**src/rtl/scan_decoder_pkg.sv**
```systemverilog
// Shared types and helpers for the scan_decoder block: FSM state encoding,
// maximum select width and a one-hot helper.
package scan_decoder_pkg;

    localparam int unsigned SEL_W_MAX = 6;

    typedef enum logic [1:0] {
        ST_IDLE,
        ST_DIRECT,
        ST_SCAN,
        ST_BLANK
    } state_e;

    function automatic logic [2**SEL_W_MAX-1:0] onehot(input logic [SEL_W_MAX-1:0] i);
        logic [2**SEL_W_MAX-1:0] r;
        r    = '0;
        r[i] = 1'b1;
        return r;
    endfunction

endpackage

```
**src/rtl/scan_decoder_onehot_dec.sv**
```systemverilog
// Combinational SEL_W -> 2**SEL_W one-hot decoder with enable; all-zero when disabled.
module onehot_dec
    import scan_decoder_pkg::*;
#(
    parameter int unsigned SEL_W = 4
) (
    input  logic [SEL_W-1:0]    idx,
    input  logic                en,
    output logic [2**SEL_W-1:0] d
);

    localparam int unsigned N = 2**SEL_W;

    always_comb begin
        d = '0;
        if (en) begin
            d = N'(onehot(SEL_W_MAX'(idx)));
        end
    end

endmodule

```
**src/rtl/scan_decoder.sv**
```systemverilog
// Registered one-hot decoder with direct and scanning modes.
// Define SCAN_DECODER_BLANK_EN to insert one blank cycle after every dwell expiry.
module scan_decoder
    import scan_decoder_pkg::*;
#(
    parameter int unsigned SEL_W = 4,
    parameter int unsigned DWELL = 4
) (
    input  logic                clk,
    input  logic                rst,
    input  logic                en,
    input  logic                mode,
    input  logic [SEL_W-1:0]    sel,
    output logic [2**SEL_W-1:0] d,
    output logic [SEL_W-1:0]    idx,
    output logic                wrap
);

    localparam int unsigned N        = 2**SEL_W;
    localparam int unsigned CW       = (DWELL > 1) ? $clog2(DWELL) : 1;
    localparam logic [CW-1:0] DCNT_MAX = CW'(DWELL - 1);
    localparam logic [SEL_W-1:0] IDX_LAST = SEL_W'(N - 1);

    state_e           state_q, state_d;
    logic [CW-1:0]    dcnt_q, dcnt_d;
    logic [SEL_W-1:0] idx_q, idx_d;
    logic [N-1:0]     d_q, d_d;
    logic             wrap_q, wrap_d;
    logic             d_en;

    // The decoder sees the next index, so d always equals 1<<idx when non-zero.
    onehot_dec #(
        .SEL_W (SEL_W)
    ) u_dec (
        .idx (idx_d),
        .en  (d_en),
        .d   (d_d)
    );

    always_comb begin
        state_d = state_q;
        dcnt_d  = '0;
        idx_d   = '0;
        d_en    = 1'b0;
        wrap_d  = 1'b0;
        if (!en) begin
            state_d = ST_IDLE;
        end else if (!mode) begin
            state_d = ST_DIRECT;
            idx_d   = sel;
            d_en    = 1'b1;
        end else begin
            unique case (state_q)
                ST_SCAN: begin
                    if (dcnt_q < DCNT_MAX) begin
                        dcnt_d = dcnt_q + 1'b1;
                        idx_d  = idx_q;
                        d_en   = 1'b1;
                    end else begin
                        idx_d = idx_q + 1'b1;
`ifdef SCAN_DECODER_BLANK_EN
                        state_d = ST_BLANK;
`else
                        d_en   = 1'b1;
                        wrap_d = (idx_q == IDX_LAST);
`endif
                    end
                end
`ifdef SCAN_DECODER_BLANK_EN
                ST_BLANK: begin
                    // Index was already advanced on entry to blank.
                    state_d = ST_SCAN;
                    idx_d   = idx_q;
                    d_en    = 1'b1;
                    wrap_d  = (idx_q == '0);
                end
`endif
                default: begin
                    state_d = ST_SCAN;
                    d_en    = 1'b1;
                end
            endcase
        end
    end

    always_ff @(posedge clk) begin
        if (rst) begin
            state_q <= ST_IDLE;
            dcnt_q  <= '0;
            idx_q   <= '0;
            d_q     <= '0;
            wrap_q  <= 1'b0;
        end else begin
            state_q <= state_d;
            dcnt_q  <= dcnt_d;
            idx_q   <= idx_d;
            d_q     <= d_d;
            wrap_q  <= wrap_d;
        end
    end

    assign d    = d_q;
    assign idx  = idx_q;
    assign wrap = wrap_q;

endmodule
```
**config.mk**
```make
export PLATFORM = sky130hd
export DESIGN_NAME = scan_decoder
export DESIGN_NICKNAME = d
export VERILOG_FILES = /design/src/rtl/scan_decoder_pkg.sv /design/src/rtl/scan_decoder_onehot_dec.sv /design/src/rtl/scan_decoder.sv
export SDC_FILE = /design/constraint.sdc
export NUM_CORES = 1
export LEC_CHECK = 0
export ABC_AREA = 1
export BUFFER_PORTS_ARGS = -buffer_cell sky130_fd_sc_hd__buf_2
export CELL_PAD_IN_SITES_DETAIL_PLACEMENT = 1
export CELL_PAD_IN_SITES_GLOBAL_PLACEMENT = 2
export CORE_ASPECT_RATIO = 0.5
export CORE_UTILIZATION = 28
export DETAILED_ROUTE_END_ITERATION = 16
export PLACE_DENSITY = 0.81
export SYNTH_ARGS = -nofsm -noshare
export SYNTH_HDL_FRONTEND = slang
export SYNTH_SLANG_ARGS = --single-unit
```
**constraint.sdc**
```tcl
create_clock -name clk -period 3.7 [get_ports clk]
set_input_delay 0.74 -clock clk [delete_from_list [all_inputs] [get_ports clk]]
set_output_delay 0.74 -clock clk [all_outputs]
set_load 0.02 [all_outputs]
```
==> qor.yml <==
setup_path:
  critPathBufInv: 1
  start_kind: "flip-flop"
  crit_type: "flip-flop to output pin"
  r2r_start: "dcnt_q[0]"
  cp_cell_sequence: "buf_2"
  required_ps: 2960
  cp-end-kind: "output pin"
  r2r_cells: 8
  critPathArrivalTime_ps: 850
  cp_slowest_cell: "dfxtp_1"
  slowest_delay_ps: 390
  critical_path.max_fanout: 4
  r2r_slack_ps: 2140
  path_delay_family: "flip-flops"
  r2r_end: "d[6]"
finish:
  layout-drive-gt1-share_pct: 29.2
  antenna_cells: 0
  syn2layout_area_growth_pct: 27.9
  finish.utilization_pct: 39.5
  fillCellCount: 346
  multi_input_area_um2: 310
  nets: 141
  seqCellArea_um2: 500
power:
  p_leak_nw: 0.529
  share_comb_of_total_power_pct: 6.3
  swShare_pct: 23.2
  power.internal_w: 0.000359
  clkPwrFrac_pct: 34.9
  peakVddDrop_uv: 160
  power.share.sequential_pct: 58.7
  p_switching_w: 0.000109
  p_per_area_nw_per_um2: 433
min_path:
  hold_depth: 1
  hold_end: "dcnt_q[0]"
  hold_start: "dcnt_q[0]"
  hold_class: "flip-flop to flip-flop"
routing:
  wl_um: 1860
  avgViaCountPerCell: 4.16
  vias: 695
  dr.pass1.iters: 2
  drtIter0Drc: 27
  drt.antenna.violating_nets: 0
  route.detailed.drc: 0
  detail_route.wl_per_cell_um: 11.2
clocking:
  clk_latency_ps: 270
  tritoncts: "done"
  path_clk_slew_ps: 80
  cts_buffer_depth: 2
  cts_buffers: 3
  postCtsHoldBufs: 0
  post_cts_buffers: 0
  clock-root-buffer: "clkbuf_8"
  htreeDepth: 1
  clock_sinks: 25
  post_cts_resized: 0
floorplanning:
  fp.dieW_um: 79.7
  fp-row-count: 13
  die_area_um2: 3250
  start_util_pct: 30.9
  fp.dieH_um: 40.8
  core-area_um2: 2730
  io_pins: 29
sta:
  rsz0062_at_grt: "no"
  holdWs_ps: 428
  slew_violations: 0
  setup_viol: 0
  slew_headroom_pct: 84.9
  hold_viol: 0
  fmax_mhz: 631
  finalClockSkew_ps: 5.57
  finalSetupTns_ps: 0
  fin_crit_sh_pct: 42.9
  fin_crit_ps: 1590
  worst_pin_slew_ps: 226
logic_synthesis:
  netlist_area_um2: 845
  syn_nets: 108
  ys_seq_area_share_pct: 59.3
  ys_warn_count: 0
  yosys_register_bits: 25
  ys_types: 14
  synth.avg_cell_area_um2: 8.62
  syn-instance-count: 98
placed_design:
  portBuffers: 28
  gp_congestion: 0.734
  place_hpwl_um: 1440
global_routing:
  grt_pass1_wl_um: 2970
  overflow: 0
  grt_usage_pct: 13.2
  grt_max_degree: 16
  grt_pass1_vias: 601
  antenna_found_initial: 0
outcome:
  status: "finished clean"
flow_run:
  max_cap_viol_count: 0
==> layout make-up <==
class,count,area share [%]
tap,37,4.29
sequential,25,46.3
clock inverter,1,0.695
clock buffer,3,3.82
inverter,9,3.13
multi-input combinational,64,28.7
timing repair buffer,28,13.0
==> layout by cell type, fill, tap and decap left out <==
cell / n
nand3_1: 5
a21boi_2: 1
nor2_4: 3
o21ai_0: 2
xor2_1: 1
buf_2: 28
inv_1: 8
clkbuf_8: 3
nand2_1: 24
inv_2: 1
or2_4: 1
nor3_1: 1
nor2_1: 23
or2_1: 1
dfxtp_1: 25
clkinvlp_4: 1
ha_1: 2
==> routing by layer <==
metal | track usage, % | routed length, µm | vias up
met1 | 17.0 | 984 | 319
li1 | - | - | 362
met2 | 20.1 | 788 | 12
met4 | 6.82 | 22 | 0
met3 | 4.67 | 69 | 2
met5 | 0 | 0 | -
==> worst max path at each step <==
stage	startpoint	endpoint	slack (ps)	cells past startpoint
finish	idx[0]	idx[0]	2110	1
global route	dcnt_q[0]	d[6]	1900	8
CTS	idx[3]	idx[3]	2100	1
detailed placement	mode	d[10]	1970	9
global placement	mode	d[2]	1970	9
floorplan	en	dcnt_q[0]	2230	6
==> sequential cells by signal, indices dropped and copies added, names as in the netlist <==
signal   count
dcnt_q       2
d           16
wrap         1
state_q      2
idx          4
==> power by group through the flow <==
stage	combinational, W	clock [W]	sequential, W
5_1_grt	0.0000332	0.000183	0.000275
4_1_cts	0.0000299	0.000171	0.000275
3_5_place_dp	0.0000297	0	0.000281
6_report	0.0000296	0.000163	0.000275
2_1_floorplan	0.0000150	0	0.000284
3_3_place_gp	0.0000293	0	0.000281
==> through the flow <==
step	worst slack, ps	std cells	instance area (µm²)	power [W]
after floorplan	2230	98	845	0.000299
after global placement	1970	163	1030	0.000310
after detailed placement	1970	163	1030	0.000311
after CTS	2100	167	1080	0.000475
after global routing	1900	167	1080	0.000492
final	2110	167	1080	0.000468
==> Yosys cell counts (all sizes together) <==
master,count,share of area (%)
inv,9,4.0
nor2,26,14
dfxtp,25,59
o21ai,2,1.2
nand3,5,3.0
or2,2,1.8
nor3,1,0.59
xor2,1,1.0
a21boi,1,1.3
nand2,24,11
ha,2,3.0
==> kinds of logic (layout without fill, tap and decap cells) <==
| logic type | Yosys count | after routing | share of synthesized area, % |
|---|---|---|---|
| compound gates | 3 | 3 | 2.52 |
| fa+ha+maj | 2 | 2 | 2.96 |
| xor+xnor | 1 | 1 | 1.04 |
| simple gates | 58 | 58 | 30.2 |
| buf+inv | 9 | 41 | 4.00 |
| flops | 25 | 25 | 59.3 |
Power figures use the tool's default switching activity.
